==> src/rtl/axi_pkg.sv <==
// Shared AXI constants and the FSM state types used by the default slave.
package axi_pkg;

  localparam int AXI_ID_BITS   = 4;
  localparam int AXI_IDS_BITS  = 8;
  localparam int AXI_ADDR_BITS = 32;
  localparam int AXI_DATA_BITS = 32;
  localparam int AXI_LEN_BITS  = 4;

  localparam logic [1:0] RESP_OKAY   = 2'b00;
  localparam logic [1:0] RESP_DECERR = 2'b11;

  // Master codes carried one-hot in ID[7:4].
  localparam logic [AXI_ID_BITS-1:0] M0 = 4'b0001;
  localparam logic [AXI_ID_BITS-1:0] M1 = 4'b0010;

  typedef enum logic {
    R_IDLE,
    R_DATA
  } r_state_t;

  typedef enum logic [1:0] {
    W_IDLE,
    W_DATA,
    W_RESP
  } w_state_t;

endpackage

==> src/rtl/default_slave_rd.sv <==
// Read engine of the default slave: answers every AR burst with ARLen+1
// DECERR beats carrying DATA_PATTERN.
module default_slave_rd
  import axi_pkg::*;
#(
  parameter logic [AXI_DATA_BITS-1:0] DATA_PATTERN = 32'h0000_0000
) (
  input  logic                     clk,
  input  logic                     rst,
  input  logic [AXI_IDS_BITS-1:0]  ar_id,
  input  logic [AXI_LEN_BITS-1:0]  ar_len,
  input  logic                     ar_valid,
  output logic                     ar_ready,
  output logic [AXI_IDS_BITS-1:0]  r_id,
  output logic [AXI_DATA_BITS-1:0] r_data,
  output logic [1:0]               r_resp,
  output logic                     r_last,
  output logic                     r_valid,
  input  logic                     r_ready
);

  r_state_t                state_q, state_d;
  logic [AXI_IDS_BITS-1:0] id_q;
  logic [AXI_LEN_BITS-1:0] len_q;
  logic [AXI_LEN_BITS-1:0] beat_q;

  // NOTE: sequential state uses non-blocking assignments and an asynchronous
  // active-low reset; blocking here would race against readers of the same edge.
  always_ff @(posedge clk or negedge rst) begin
    if (!rst) state_q <= R_IDLE;
    else      state_q <= state_d;
  end

  // NOTE: every combinational output gets a default first so no latch is inferred.
  always_comb begin
    state_d = state_q;
    case (state_q)
      R_IDLE:  if (ar_valid)                     state_d = R_DATA;
      R_DATA:  if (r_valid && r_ready && r_last) state_d = R_IDLE;
      default:                                   state_d = R_IDLE;
    endcase
  end

  always_comb begin
    ar_ready = (state_q == R_IDLE);
    r_valid  = (state_q == R_DATA);
    r_id     = r_valid ? id_q : '0;
    r_resp   = r_valid ? RESP_DECERR : RESP_OKAY;
    r_last   = r_valid && (beat_q == len_q);
    r_data   = DATA_PATTERN;
  end

  // Beat counter never wraps: the last beat (beat == len) leaves R_DATA instead.
  always_ff @(posedge clk or negedge rst) begin
    if (!rst) begin
      id_q   <= '0;
      len_q  <= '0;
      beat_q <= '0;
    end else if (ar_valid && ar_ready) begin
      id_q   <= ar_id;
      len_q  <= ar_len;
      beat_q <= '0;
    end else if (r_valid && r_ready && !r_last) begin
      beat_q <= beat_q + 1'b1;
    end
  end

endmodule

==> src/rtl/default_slave.sv <==
// AXI default slave: returns DECERR for every read and write burst.
// Optional DS_ERR_LOG_EN adds a saturating error counter and last-address capture.
module default_slave
  import axi_pkg::*;
#(
  parameter logic [AXI_DATA_BITS-1:0] DATA_PATTERN = 32'h0000_0000,
  parameter int                       ERR_CNT_W    = 16
) (
  input  logic                      clk,
  input  logic                      rst,
  input  logic [AXI_IDS_BITS-1:0]   DS_AWID,
  input  logic [AXI_ADDR_BITS-1:0]  DS_AWAddr,
  input  logic [AXI_LEN_BITS-1:0]   DS_AWLen,
  input  logic [2:0]                DS_AWSize,
  input  logic [1:0]                DS_AWBurst,
  input  logic                      DS_AWValid,
  output logic                      DS_AWReady,
  input  logic [AXI_DATA_BITS-1:0]  DS_WData,
  input  logic [3:0]                DS_WStrb,
  input  logic                      DS_WLast,
  input  logic                      DS_WValid,
  output logic                      DS_WReady,
  output logic [AXI_IDS_BITS-1:0]   DS_BID,
  output logic [1:0]                DS_BResp,
  output logic                      DS_BValid,
  input  logic                      DS_BReady,
  input  logic [AXI_IDS_BITS-1:0]   DS_ARID,
  input  logic [AXI_ADDR_BITS-1:0]  DS_ARAddr,
  input  logic [AXI_LEN_BITS-1:0]   DS_ARLen,
  input  logic [2:0]                DS_ARSize,
  input  logic [1:0]                DS_ARBurst,
  input  logic                      DS_ARValid,
  output logic                      DS_ARReady,
  output logic [AXI_IDS_BITS-1:0]   DS_RID,
  output logic [AXI_DATA_BITS-1:0]  DS_RData,
  output logic [1:0]                DS_RResp,
  output logic                      DS_RLast,
  output logic                      DS_RValid,
  input  logic                      DS_RReady
`ifdef DS_ERR_LOG_EN
  ,
  output logic [ERR_CNT_W-1:0]      err_cnt,
  output logic [AXI_ADDR_BITS-1:0]  err_addr
`endif
);

  default_slave_rd #(
    .DATA_PATTERN (DATA_PATTERN)
  ) u_rd (
    .clk      (clk),
    .rst      (rst),
    .ar_id    (DS_ARID),
    .ar_len   (DS_ARLen),
    .ar_valid (DS_ARValid),
    .ar_ready (DS_ARReady),
    .r_id     (DS_RID),
    .r_data   (DS_RData),
    .r_resp   (DS_RResp),
    .r_last   (DS_RLast),
    .r_valid  (DS_RValid),
    .r_ready  (DS_RReady)
  );

  w_state_t                w_state_q, w_state_d;
  logic [AXI_IDS_BITS-1:0] bid_q;

  always_ff @(posedge clk or negedge rst) begin
    if (!rst) w_state_q <= W_IDLE;
    else      w_state_q <= w_state_d;
  end

  // WLast alone closes the burst; AWLen is deliberately ignored.
  always_comb begin
    w_state_d = w_state_q;
    case (w_state_q)
      W_IDLE:  if (DS_AWValid)             w_state_d = W_DATA;
      W_DATA:  if (DS_WValid && DS_WLast)  w_state_d = W_RESP;
      W_RESP:  if (DS_BReady)              w_state_d = W_IDLE;
      default:                             w_state_d = W_IDLE;
    endcase
  end

  always_comb begin
    DS_AWReady = (w_state_q == W_IDLE);
    DS_WReady  = (w_state_q == W_DATA);
    DS_BValid  = (w_state_q == W_RESP);
    DS_BID     = DS_BValid ? bid_q : '0;
    DS_BResp   = DS_BValid ? RESP_DECERR : RESP_OKAY;
  end

  always_ff @(posedge clk or negedge rst) begin
    if (!rst)                          bid_q <= '0;
    else if (DS_AWValid && DS_AWReady) bid_q <= DS_AWID;
  end

`ifdef DS_ERR_LOG_EN
  logic                 ar_hs, aw_hs;
  logic [1:0]           err_inc;
  logic [ERR_CNT_W:0]   err_sum;

  assign ar_hs   = DS_ARValid && DS_ARReady;
  assign aw_hs   = DS_AWValid && DS_AWReady;
  assign err_inc = {1'b0, ar_hs} + {1'b0, aw_hs};
  assign err_sum = {1'b0, err_cnt} + (ERR_CNT_W+1)'(err_inc);

  // Carry out of the widened sum means the counter would pass all-ones.
  always_ff @(posedge clk or negedge rst) begin
    if (!rst) begin
      err_cnt  <= '0;
      err_addr <= '0;
    end else begin
      err_cnt <= err_sum[ERR_CNT_W] ? '1 : err_sum[ERR_CNT_W-1:0];
      if (ar_hs)      err_addr <= DS_ARAddr;
      else if (aw_hs) err_addr <= DS_AWAddr;
    end
  end

  logic unused_inputs;
  assign unused_inputs = ^{DS_AWLen, DS_AWSize, DS_AWBurst, DS_WData, DS_WStrb,
                           DS_ARSize, DS_ARBurst};
`else
  localparam int unused_err_cnt_w = ERR_CNT_W;
  logic unused_inputs;
  assign unused_inputs = ^{DS_AWAddr, DS_AWLen, DS_AWSize, DS_AWBurst, DS_WData,
                           DS_WStrb, DS_ARAddr, DS_ARSize, DS_ARBurst};
`endif

endmodule

==> config.mk <==
export PLATFORM = sky130hd
export DESIGN_NAME = default_slave
export DESIGN_NICKNAME = d
export VERILOG_FILES = /design/src/rtl/axi_pkg.sv /design/src/rtl/default_slave_rd.sv /design/src/rtl/default_slave.sv
export SDC_FILE = /design/constraint.sdc
export NUM_CORES = 1
export LEC_CHECK = 0
export CORE_AREA = 2 2 78 80
export CTS_BUF_LIST = sky130_fd_sc_hd__clkbuf_4 sky130_fd_sc_hd__clkbuf_8 sky130_fd_sc_hd__clkbuf_16
export CTS_CLUSTER_SIZE = 10
export DETAILED_ROUTE_END_ITERATION = 10
export DIE_AREA = 0 0 80 82
export DONT_BUFFER_PORTS = 1
export GPL_ROUTABILITY_DRIVEN = 1
export GPL_TIMING_DRIVEN = 0
export PLACE_DENSITY_LB_ADDON = 0.15
export SLEW_MARGIN = 10
export SYNTH_ARGS = -nofsm -noshare
export SYNTH_HDL_FRONTEND = slang
export SYNTH_SLANG_ARGS = --single-unit
==> constraint.sdc <==
create_clock -name clk -period 1.4 [get_ports clk]
set_clock_uncertainty 0.05 [all_clocks]
set_input_delay 0.28 -clock clk [delete_from_list [all_inputs] [get_ports clk]]
set_output_delay 0.28 -clock clk [all_outputs]
set_load 0.02 [all_outputs]
==> flow_summary.ini <==
[floorplan]
core_area_mm2 = 0.00575
die_h_um = 82
rows = 28
dieWidth_um = 80
fp.dieArea_mm2 = 0.00656
initial_core_util_pct = 27.1
num_io_pins = 200

[layout]
n_antenna_cell = 0
nets = 365
area_growth_pct = 40.0
nFillCells = 601
multiInputGateArea_um2 = 835
drive_above_1_share_pct = 46.6
seq_area_um2 = 681

[synth]
synth_edf_count = 0
syn_area_per_cell_um2 = 9.27
ys_seq_area_share_pct = 43.4
syn-cell-area_mm2 = 0.00156
yosysTopAreaCell = dfrtp_1
async_flop_share_pct = 100
synth.distinct_cells = 27
synth_top_area_share_pct = 43.4
synth_commonest_cells = 42 x nand2_1, 36 x buf_4, 27 x dfrtp_1
synth_seq_cells = 27
ys_top_cells_by_area = dfrtp_1 43%, buf_4 17%, nand2_1 10%
synthMostInstantiatedCell = nand2_1
yosys_warnings = 0
netlist_instances = 168
synth_ff_type = dfrtp_1

[global_route]
top_usage_layer = met2
grt_antenna_before_repair = 0
gr-total-overflow = 0
grt_pass1_vias = 1112
grtUsageMet3_pct = 2.86
grt_pass1_wl_um = 5530
grt_max_degree = 28
grtUsageMet1_pct = 13.3
grt.total_usage_pct = 11.4
gr-usage-met2_pct = 20.9

[detailed_routing]
via_per_inst = 3.86
route.detailed.drc = 0
drt-initial-drc-count = 16
ant_nets = 0
wirelength_um = 3700
dr_total_vias = 1143
wl_per_cell_um = 12.5
drt_first_pass_iters = 2

[worst_setup_path]
regToRegSetupSlack_ps = -130
endpoint_kind = primary output
worst-path-buf-inv = 0
ff2ff_path_depth = 5
required_ps = 1070
critPathArrivalTime_ps = 1470
start_kind = register
path_class = reg2out
path_delay_family = simple AND/OR/NAND/NOR gates
worstReg2RegStart = w_state_q[1]
critPathSlowestCell = dfrtp_1
reg2reg_to = bid_q[4]
cp_max_fo = 4
path_cells = xor2_1, nor4_4, and2_4
max_stage_delay_ps = 430

[sta]
fin_crit_sh_pct = 128
max_freq_ghz = 0.557
slew_violations = 0
setup_viol = 32
fin_crit_ps = 1800
setup_slack_ps = -395
rsz0062_at_grt = yes
fin_tns_setup_ps = -4090
finalHoldViolCount = 0

[power_and_ir_drop]
p_per_area_mw_per_mm2 = 2120
p_leak_nw = 1.14
irDropWorstVdd_mv = 0.865

[clocking]
cts_max_level = 1
clk_pin_slew_ps = 100
cts-buffers-inserted = 3
max-clock-path-buffers = 2
cts_root_buffer = clkbuf_8
worst_skew_pair.late_latency_ps = 270
cts.sinks = 27
tritoncts = built

[worst_hold_path]
holdPathEnd = u_rd.r_valid
whs_path_depth = 1
hp-start = DS_RReady
min_path_type = in2reg

[status]
status = complete, but fails checks
violations = setup timing

[place]
port_buffers = 0
globalplace.congestion = 0.769
post-dp-hpwl_um = 2360
preCtsSetupSlack_ps = -351

[run]
drv_cap = 0
==> cell usage in the layout (no fill, tap or decap), types with 2 or more instances in the layout <==
master     n
buf_4     43
nand2_1   41
conb_1    32
dfrtp_1   23
and2_4    18
buf_6      8
mux2_4     8
buf_8      4
dfrtp_2    4
xor2_2     3
nor2_1     3
clkbuf_8   3
nor2b_4    2
nand3_1    2
o211ai_1   2
o31ai_1    2
nor4_1     2
==> where the power goes <==
| group | leakage [nW] | switching (mW) | total [mW] | internal [mW] |
|---|---|---|---|---|
| sequential | 0.323 | 0.353 | 1.52 | 1.17 |
| clock | 0.0217 | 0.254 | 0.456 | 0.202 |
| combinational | 0.794 | 1.34 | 2.64 | 1.31 |
| total | 1.14 | 1.94 | 4.62 | 2.68 |
==> per-layer routing <==
metal	wire [um]	up-vias
met4	25	0
met1	1580	508
li1	-	573
met2	1790	58
met5	0	-
met3	298	4
==> sequential cells by signal, indices dropped and copies added (netlist names) <==
register      cells
u_rd.id_q         8
w_state_q         2
u_rd.len_q        4
u_rd.r_valid      1
bid_q             8
u_rd.beat_q       4
==> cells by family (layout without fill, tap and decap cells) <==
| logic type | Yosys count | in the layout | synth area share [%] |
|---|---|---|---|
| and+or+nand+nor | 74 | 74 | 23.4 |
| xor gates and xnor gates | 4 | 4 | 2.25 |
| other | 1 | 32 | 0.241 |
| adders and majority gates | 1 | 1 | 0.803 |
| DFF | 27 | 27 | 43.4 |
| AOI/OAI and AO/OA | 9 | 9 | 4.34 |
| buffers and inverters | 43 | 65 | 19.2 |
| muxes | 9 | 9 | 6.43 |
==> cell type report <==
cell class	instances	share of cell area, %
clock inverters	1	0.344
inverters	2	0.344
repair buffers	18	8.32
clock buffers	3	1.89
plain buffers	41	15.3
flip-flops and latches	27	31.2
multi-input cells	129	38.3
well taps	75	4.30
==> timing repair <==
action | in CTS | in global routing
setup buffers | 10 | 5
gates resized for setup | 71 | 12
endpoints found under the hold margin | 27 | 0
hold buffers | 2 | 0
setup endpoints to repair | 49 | 46
gates cloned | 3 | 0
pin swaps | 18 | 2
==> per-stage QoR <==
| stage | total power [mW] | hold WS [ps] | instances | cell area [um^2] | util (%) |
|---|---|---|---|---|---|
| finish | 4.62 | 42.0 | 296 | 2180 | 38.0 |
| CTS | 4.53 | 29.5 | 293 | 2130 | 37.1 |
| global placement | 3.28 | -64.8 | 274 | 1780 | 30.9 |
| floorplan | 2.99 | -65.6 | 199 | 1680 | - |
| detailed placement | 3.29 | -64.9 | 274 | 1780 | 30.9 |
| global route | 4.96 | 14.1 | 296 | 2180 | 38.0 |
==> worst max-delay path by stage <==
stage | start | end | slack (ps) | cells after the start
after floorplan | u_rd.beat_q[1] | DS_RLast | -170 | 3
after global placement | u_rd.r_valid | u_rd.beat_q[1] | -320 | 4
after detailed placement | u_rd.r_valid | DS_RID[3] | -350 | 2
after CTS | u_rd.len_q[0] | DS_RLast | -400 | 3
after global routing | u_rd.len_q[1] | DS_RLast | -470 | 3
final | u_rd.len_q[1] | DS_RLast | -400 | 3
Power figures use the tool's default switching activity.
